`src/rtl/cpu_types_pkg.sv`:
```
// Shared types for the data-side memory responder: word type, FSM state,
// request kinds and the SC result encodings.
package cpu_types_pkg;

    localparam int DATA_W = 32;

    typedef logic [DATA_W-1:0] word_t;

    typedef enum logic [1:0] {
        IDLE   = 2'd0,
        ACCESS = 2'd1,
        DONE   = 2'd2
    } dresp_state_t;

    typedef enum logic [1:0] {
        RD = 2'd0,
        WR = 2'd1,
        LL = 2'd2,
        SC = 2'd3
    } req_kind_t;

    localparam word_t SC_SUCCESS = 32'd1;
    localparam word_t SC_FAIL    = 32'd0;

    // A request carrying both strobes is a write; datomic upgrades to LL/SC.
    function automatic req_kind_t decode_kind(input logic ren, input logic wen,
                                              input logic atomic);
        req_kind_t k;
        if (wen)
            k = atomic ? SC : WR;
        else if (ren)
            k = atomic ? LL : RD;
        else
            k = RD;
        return k;
    endfunction

endpackage

```
`src/rtl/atomic_link_reg.sv`:
```
// LL/SC link register: holds the reserved word address and reports
// whether a compare address or a snooped write hits the live reservation.
module atomic_link_reg #(
    parameter int AW = 30
) (
    input  logic          CLK,
    input  logic          nRST,
    input  logic          set,
    input  logic [AW-1:0] set_addr,
    input  logic          clear,
    input  logic          halt,
    input  logic          snoop,
    input  logic [AW-1:0] snoop_addr,
    input  logic [AW-1:0] cmp_addr,
    output logic          match,
    output logic          snoop_hit
);

    logic          link_valid;
    logic [AW-1:0] link_addr;
    logic          snoop_hit_set;

    assign match         = link_valid && (link_addr == cmp_addr);
    assign snoop_hit     = snoop && link_valid && (link_addr == snoop_addr);
    assign snoop_hit_set = snoop && (set_addr == snoop_addr);

    // A snoop to the word being linked in the same cycle wins over the LL.
    always_ff @(posedge CLK or negedge nRST) begin
        if (!nRST) begin
            link_valid <= 1'b0;
            link_addr  <= '0;
        end else if (set) begin
            link_valid <= !snoop_hit_set && !halt;
            link_addr  <= set_addr;
        end else if (clear || halt || snoop_hit) begin
            link_valid <= 1'b0;
        end
    end

endmodule

```
`src/rtl/atomic_dmem_responder.sv`:
```
// Memory-stage data responder: one word access per request, LL/SC link
// tracking and a single-cycle dhit completion pulse.
//
// state  | meaning
// IDLE   | waiting for dmemREN/dmemWEN; failed SC goes straight to DONE
// ACCESS | strobe held on the controller port until dwait drops
// DONE   | dhit high, dmemload valid; back to IDLE next cycle
module atomic_dmem_responder
    import cpu_types_pkg::*;
#(
    parameter int WORD_W = 32
) (
    input  logic              CLK,
    input  logic              nRST,
    input  logic              dmemREN,
    input  logic              dmemWEN,
    input  logic              datomic,
    input  logic [WORD_W-1:0] dmemaddr,
    input  logic [WORD_W-1:0] dmemstore,
    input  logic              halt,
    output logic              dhit,
    output logic [WORD_W-1:0] dmemload,
    output logic              dREN,
    output logic              dWEN,
    output logic [WORD_W-1:0] daddr,
    output logic [WORD_W-1:0] dstore,
    input  logic [WORD_W-1:0] dload,
    input  logic              dwait,
    input  logic              snoopvalid,
    input  logic [WORD_W-1:0] snoopaddr
);

    dresp_state_t      state, state_nxt;
    req_kind_t         req_kind, kind_q;
    logic [WORD_W-3:0] word_q;
    logic [WORD_W-1:0] store_q;
    logic [WORD_W-1:0] load_q;
    logic [WORD_W-3:0] cmp_addr;
    logic              req, capture, acc_done, sc_fail;
    logic              link_match, snoop_hit, sc_ok, link_set, link_clear;
    logic              unused_addr_bits;

    assign unused_addr_bits = ^{dmemaddr[1:0], snoopaddr[1:0]};

    assign req      = dmemREN || dmemWEN;
    assign req_kind = decode_kind(dmemREN, dmemWEN, datomic);

    // In IDLE the link is tested against the incoming request; afterwards
    // against the captured address so a plain write can kill its own link.
    assign cmp_addr = (state == IDLE) ? dmemaddr[WORD_W-1:2] : word_q;
    assign sc_ok    = link_match && !snoop_hit;

    assign link_set   = acc_done && (kind_q == LL);
    assign link_clear = sc_fail
                     || (acc_done && (kind_q == SC))
                     || (acc_done && (kind_q == WR) && link_match);

    atomic_link_reg #(
        .AW(WORD_W - 2)
    ) u_link (
        .CLK        (CLK),
        .nRST       (nRST),
        .set        (link_set),
        .set_addr   (word_q),
        .clear      (link_clear),
        .halt       (halt),
        .snoop      (snoopvalid),
        .snoop_addr (snoopaddr[WORD_W-1:2]),
        .cmp_addr   (cmp_addr),
        .match      (link_match),
        .snoop_hit  (snoop_hit)
    );

    always_ff @(posedge CLK or negedge nRST) begin
        if (!nRST)
            state <= IDLE;
        else
            state <= state_nxt;
    end

    always_comb begin
        state_nxt = state;
        capture   = 1'b0;
        acc_done  = 1'b0;
        sc_fail   = 1'b0;
        case (state)
            IDLE: begin
                if (req) begin
                    if ((req_kind == SC) && !sc_ok) begin
                        sc_fail   = 1'b1;
                        state_nxt = DONE;
                    end else begin
                        capture   = 1'b1;
                        state_nxt = ACCESS;
                    end
                end
            end
            ACCESS: begin
                if (!dwait) begin
                    acc_done  = 1'b1;
                    state_nxt = DONE;
                end
            end
            DONE:    state_nxt = IDLE;
            default: state_nxt = IDLE;
        endcase
    end

    always_ff @(posedge CLK or negedge nRST) begin
        if (!nRST) begin
            word_q  <= '0;
            store_q <= '0;
            kind_q  <= RD;
            load_q  <= '0;
        end else begin
            if (capture) begin
                word_q  <= dmemaddr[WORD_W-1:2];
                store_q <= dmemstore;
                kind_q  <= req_kind;
            end
            if (acc_done) begin
                case (kind_q)
                    RD, LL:  load_q <= dload;
                    SC:      load_q <= WORD_W'(SC_SUCCESS);
                    default: load_q <= load_q;
                endcase
            end
            if (sc_fail)
                load_q <= WORD_W'(SC_FAIL);
        end
    end

    assign dhit     = (state == DONE);
    assign dREN     = (state == ACCESS) && ((kind_q == RD) || (kind_q == LL));
    assign dWEN     = (state == ACCESS) && ((kind_q == WR) || (kind_q == SC));
    assign daddr    = {word_q, 2'b00};
    assign dstore   = store_q;
    assign dmemload = load_q;

endmodule

```
`config.mk`:
```
export PLATFORM = sky130hd
export DESIGN_NAME = atomic_dmem_responder
export DESIGN_NICKNAME = d
export VERILOG_FILES = /design/src/rtl/cpu_types_pkg.sv /design/src/rtl/atomic_link_reg.sv /design/src/rtl/atomic_dmem_responder.sv
export SDC_FILE = /design/constraint.sdc
export NUM_CORES = 1
export LEC_CHECK = 0
export ABC_AREA = 1
export ABC_CLOCK_PERIOD_IN_PS = 2400
export BUFFER_PORTS_ARGS = -buffer_cell sky130_fd_sc_hd__buf_2
export CORE_MARGIN = 1
export CORE_UTILIZATION = 51
export CTS_CLUSTER_SIZE = 25
export DETAILED_ROUTE_END_ITERATION = 8
export PLACE_DENSITY = 0.9
export SYNTH_ARGS = -nofsm -noshare
export SYNTH_HDL_FRONTEND = slang
export SYNTH_SLANG_ARGS = --single-unit
```
`constraint.sdc`:
```
create_clock -name CLK -period 2.4 [get_ports CLK]
set_input_delay 0.36 -clock CLK [delete_from_list [all_inputs] [get_ports CLK]]
set_output_delay 0.36 -clock CLK [all_outputs]
set_load 0.005 [all_outputs]
```
==> impl_metrics.py <==
metrics = {
    "power": {
        "switch_share_pct": 42.3,
        "portion_of_total_power_attributed_to_combinational_logic_pct": 47.7,
        "seq_power_share_pct": 31.7,
        "power_frac_clock_pct": 20.6,
        "total_leakage_power_nw": 5.64,
        "internal_power_mw": 7.46,
        "irDropWorstVdd_v": 0.000646,
        "total_net_switching_power_mw": 5.48,
        "power.density_cell_area_nw_per_um2": 1340,
    },
    "global_routing": {
        "use_met1_pct": 36.0,
        "grt_pass1_wl_microns": 33900,
        "gr-max-usage-layer": "met2",
        "grt.total_usage_pct": 30.1,
        "grt_start_max_net_pins": 58,
        "antenna_violations_before_repair": 1,
        "grt_overflow_total": 0,
        "vias_in_the_first_global_route": 7093,
        "grt.met2_usage_pct": 51.0,
        "gr-usage-met3_pct": 7.17,
    },
    "final_layout": {
        "instances_no_fill": 1438,
        "final_nets": 1380,
        "layout-area-overhead-vs-synth_pct": 34.8,
        "final_core_utilization_pct": 70.0,
        "final_layout_size_suffix_gt1_share_pct": 26.8,
    },
    "placement": {
        "placedCellCount": 1389,
        "buffer_ports.inserted": 228,
        "hpwl_microns": 15700,
        "place.gp.congestion": 0.967,
    },
    "flow_run": {
        "max_cap_violations": 0,
    },
    "sta": {
        "worstMarginPinSlew_ns": 0.563,
        "final-setup-viol-count": 10,
        "hold_violations": 0,
        "min_period_ns": 2.42,
        "final-max-slew-violation-count": 0,
        "layout_worst_path_cycle_share_pct": 101,
        "achievable-frequency_ghz": 0.414,
        "max-slew-margin-rel_pct": 62.1,
        "worst_slack_ns": -0.0163,
        "rsz0062_at_grt": "true",
        "setup_skew_ns": 0.0120,
    },
    "critical_path": {
        "worstSetupEndpointType": "flop",
        "worstPathArrival_ns": 2.73,
        "worst_path_most_repeated_cell": "nand2_1",
        "crit_path_max_incr_delay_ns": 0.42,
        "crit_required_ns": 2.71,
        "timing.critical_path.slowest_stage_cell": "dfrtp_1",
        "cpLargestDelayFamily": "simple AND/OR/NAND/NOR gates",
        "critical_path.cell_chain": "nor2_4 > buf_6 > clkbuf_16 > buf_12 > nand2_2 > nand2_1 > nand2_1 > nand2_1 > nand2_1 > nor2_1 > nand2_1 > nor2_4 > nand3_4 > nand2_8 > nand2_8 > buf_12 > nand2_1 > nand2_1",
        "startpoint_type": "flop",
        "worst-setup-path-type": "flop to flop",
        "critical_path.max_fanout": 21,
        "critical_path.n_buffers_inverters": 4,
    },
    "synth": {
        "syn_area_sq_um": 7180,
        "synth_top_area_cell": "dfrtp_1",
        "syn_area_per_cell_sq_um": 7.15,
        "synth.top_cell.area_share_pct": 44.9,
        "synth-edff-count": 0,
        "synth.most_common_cell": "nand2_1",
        "ys_async_sr_fraction_pct": 100,
        "yosysUniqueCellTypes": 30,
        "share_of_synthesized_area_occupied_by_flip_flops_and_latches_pct": 44.9,
        "netlist_top_cells_area": "dfrtp_1 45%, nand2_1 22%, nand3_1 7.7%",
        "synth_commonest_cells": "414 x nand2_1, 135 x inv_1, 129 x dfrtp_1",
        "synthFlopType": "dfrtp_1",
        "flip_flop_and_latch_count_after_synthesis": 129,
        "number_of_synthesis_warnings": 0,
        "netlist_instances": 1004,
    },
    "drt": {
        "drc_errors": 0,
        "drt-vias-per-instance": 5.47,
        "via_count": 7873,
        "detailedRoute.firstPassIterationCount": 6,
        "detail_route.iter0.violations": 788,
        "detail_route.wl_per_cell_microns": 16.3,
        "finalWirelength_microns": 23400,
        "ant_nets": 0,
    },
    "floorplanning": {
        "num_rows": 43,
        "ioPinCount": 235,
        "core_area_sq_um": 13800,
        "die_span_x_microns": 121,
        "die_h_microns": 121,
        "die_area_sq_um": 14600,
        "initial_core_util_pct": 52.0,
    },
    "clock_tree": {
        "htree_levels": 4,
        "clock-sinks": 129,
        "cts.path.max_buffers": 2,
        "clk-insertion-delay-late_ns": 0.43,
        "cts-root-buf": "clkbuf_16",
        "cts-buffers-inserted": 17,
        "clk_pin_slew_ns": 0.06,
        "cts_tree": "yes",
    },
    "worst_hold_path": {
        "min_path_type": "input pin to flop",
    },
    "run_status": {
        "outcome": "finished, violations left",
        "failed_checks": "setup timing",
    },
}
## repair_timing
action | 4_1_cts | 5_1_grt
hold buffers | 1 | 0
pin swaps | 0 | 5
buffers inserted | 0 | 7
setup endpoints to repair | 4 | 99
cloned | 0 | 8
endpoints found under the hold margin | 33 | 0
gates resized for setup | 1 | 66
## metrics by stage
step	power, mW	area, sq um	setup TNS [ns]	hold WS [ns]	setup slack [ns]
2_1_floorplan	7.17	7190	0	0.0644	0.381
3_3_place_gp	8.99	8580	0	0.350	0.0834
5_1_grt	13.8	9680	-10.78	0.149	-0.180
3_5_place_dp	9.23	8580	0	0.349	0.0475
6_report	12.9	9680	-0.0456	0.146	-0.0163
4_1_cts	11.9	9200	0	0.144	0.00252
## layer usage
| metal | up-vias | share of wire, % |
|---|---|---|
| li1 | 3621 | - |
| met1 | 3675 | 38 |
| met2 | 488 | 49 |
| met3 | 89 | 9.4 |
| met4 | 0 | 4.1 |
| met5 | - | 0 |
## final timing paths
check                           start            to  slack (ns)  cells after the start
min in group asynchronous        nRST     word_q[5]        0.44                      2
max in group asynchronous        nRST    word_q[24]        1.28                      3
hold / removal              dload[22]  dmemload[22]        0.15                      3
setup reg to reg             state[0]    word_q[28]       -0.02                     18
hold reg to reg            dstore[26]    dstore[26]        0.47                      2
setup / recovery             state[0]    word_q[28]       -0.02                     18
## cells in the final DEF (no fill, tap or decap), types with 3 or more instances in the layout
master,netlist,routed
a21oi_1,6,6
a22o_1,27,27
buf_12,0,11
buf_2,7,227
buf_4,14,11
buf_6,5,6
bufinv_16,0,3
clkbuf_16,0,24
clkinvlp_4,0,3
dfrtp_1,129,129
inv_1,135,134
nand2_1,414,384
nand2_2,1,20
nand2_4,0,8
nand2_8,0,3
nand3_1,111,110
nand3b_1,4,4
nand4_1,5,5
nor2_1,27,21
nor2_4,1,5
nor3_1,11,11
nor4_1,3,3
o211ai_1,3,3
o21ai_0,38,37
o22ai_1,9,9
xnor2_1,3,3
xor2_1,21,21
## cells by family (layout without fill, tap and decap cells)
family / after synthesis / after routing / synth area share (%)
XOR/XNOR: 24 / 24 / 2.93
AO/OA/AOI/OAI: 89 / 89 / 8.15
flip-flops: 129 / 129 / 44.9
AND/OR/NAND/NOR: 578 / 578 / 33.0
other: 1 / 3 / 0.0522
buffers and inverters: 183 / 435 / 10.9
## registers in the layout (all words and copies together), names as in the netlist
name               flops
dmemload              32
dstore                32
u_link.link_addr      30
word_q                30
kind_q                 2
state                  2
u_link.link_valid      1
## power groups by stage
stage	clock, mW	sequential, mW	combinational, mW
finish	2.66	4.10	6.17
global route	2.77	4.19	6.80
CTS	2.67	4.01	5.26
detailed placement	0	4.01	5.22
global placement	0	3.97	5.01
floorplan	0	3.90	3.26
## worst reg2reg max path: cells and delay by family, from the launching register on
family	cells	cell delay, ns
flops	1	0.42
buf+inv	4	0.56
simple gates	14	1.33
## cell type report
class,count,area [sq um]
well taps,180,225
clock buffers,20,447
inverters,138,520
diodes,1,2.50
fillers,1048,4150
repair buffers,265,1720
clock inverters,12,158
multi-input cells,693,3380
flip-flops and latches,129,3230
Note: power is estimated with default switching activity, not from simulation.
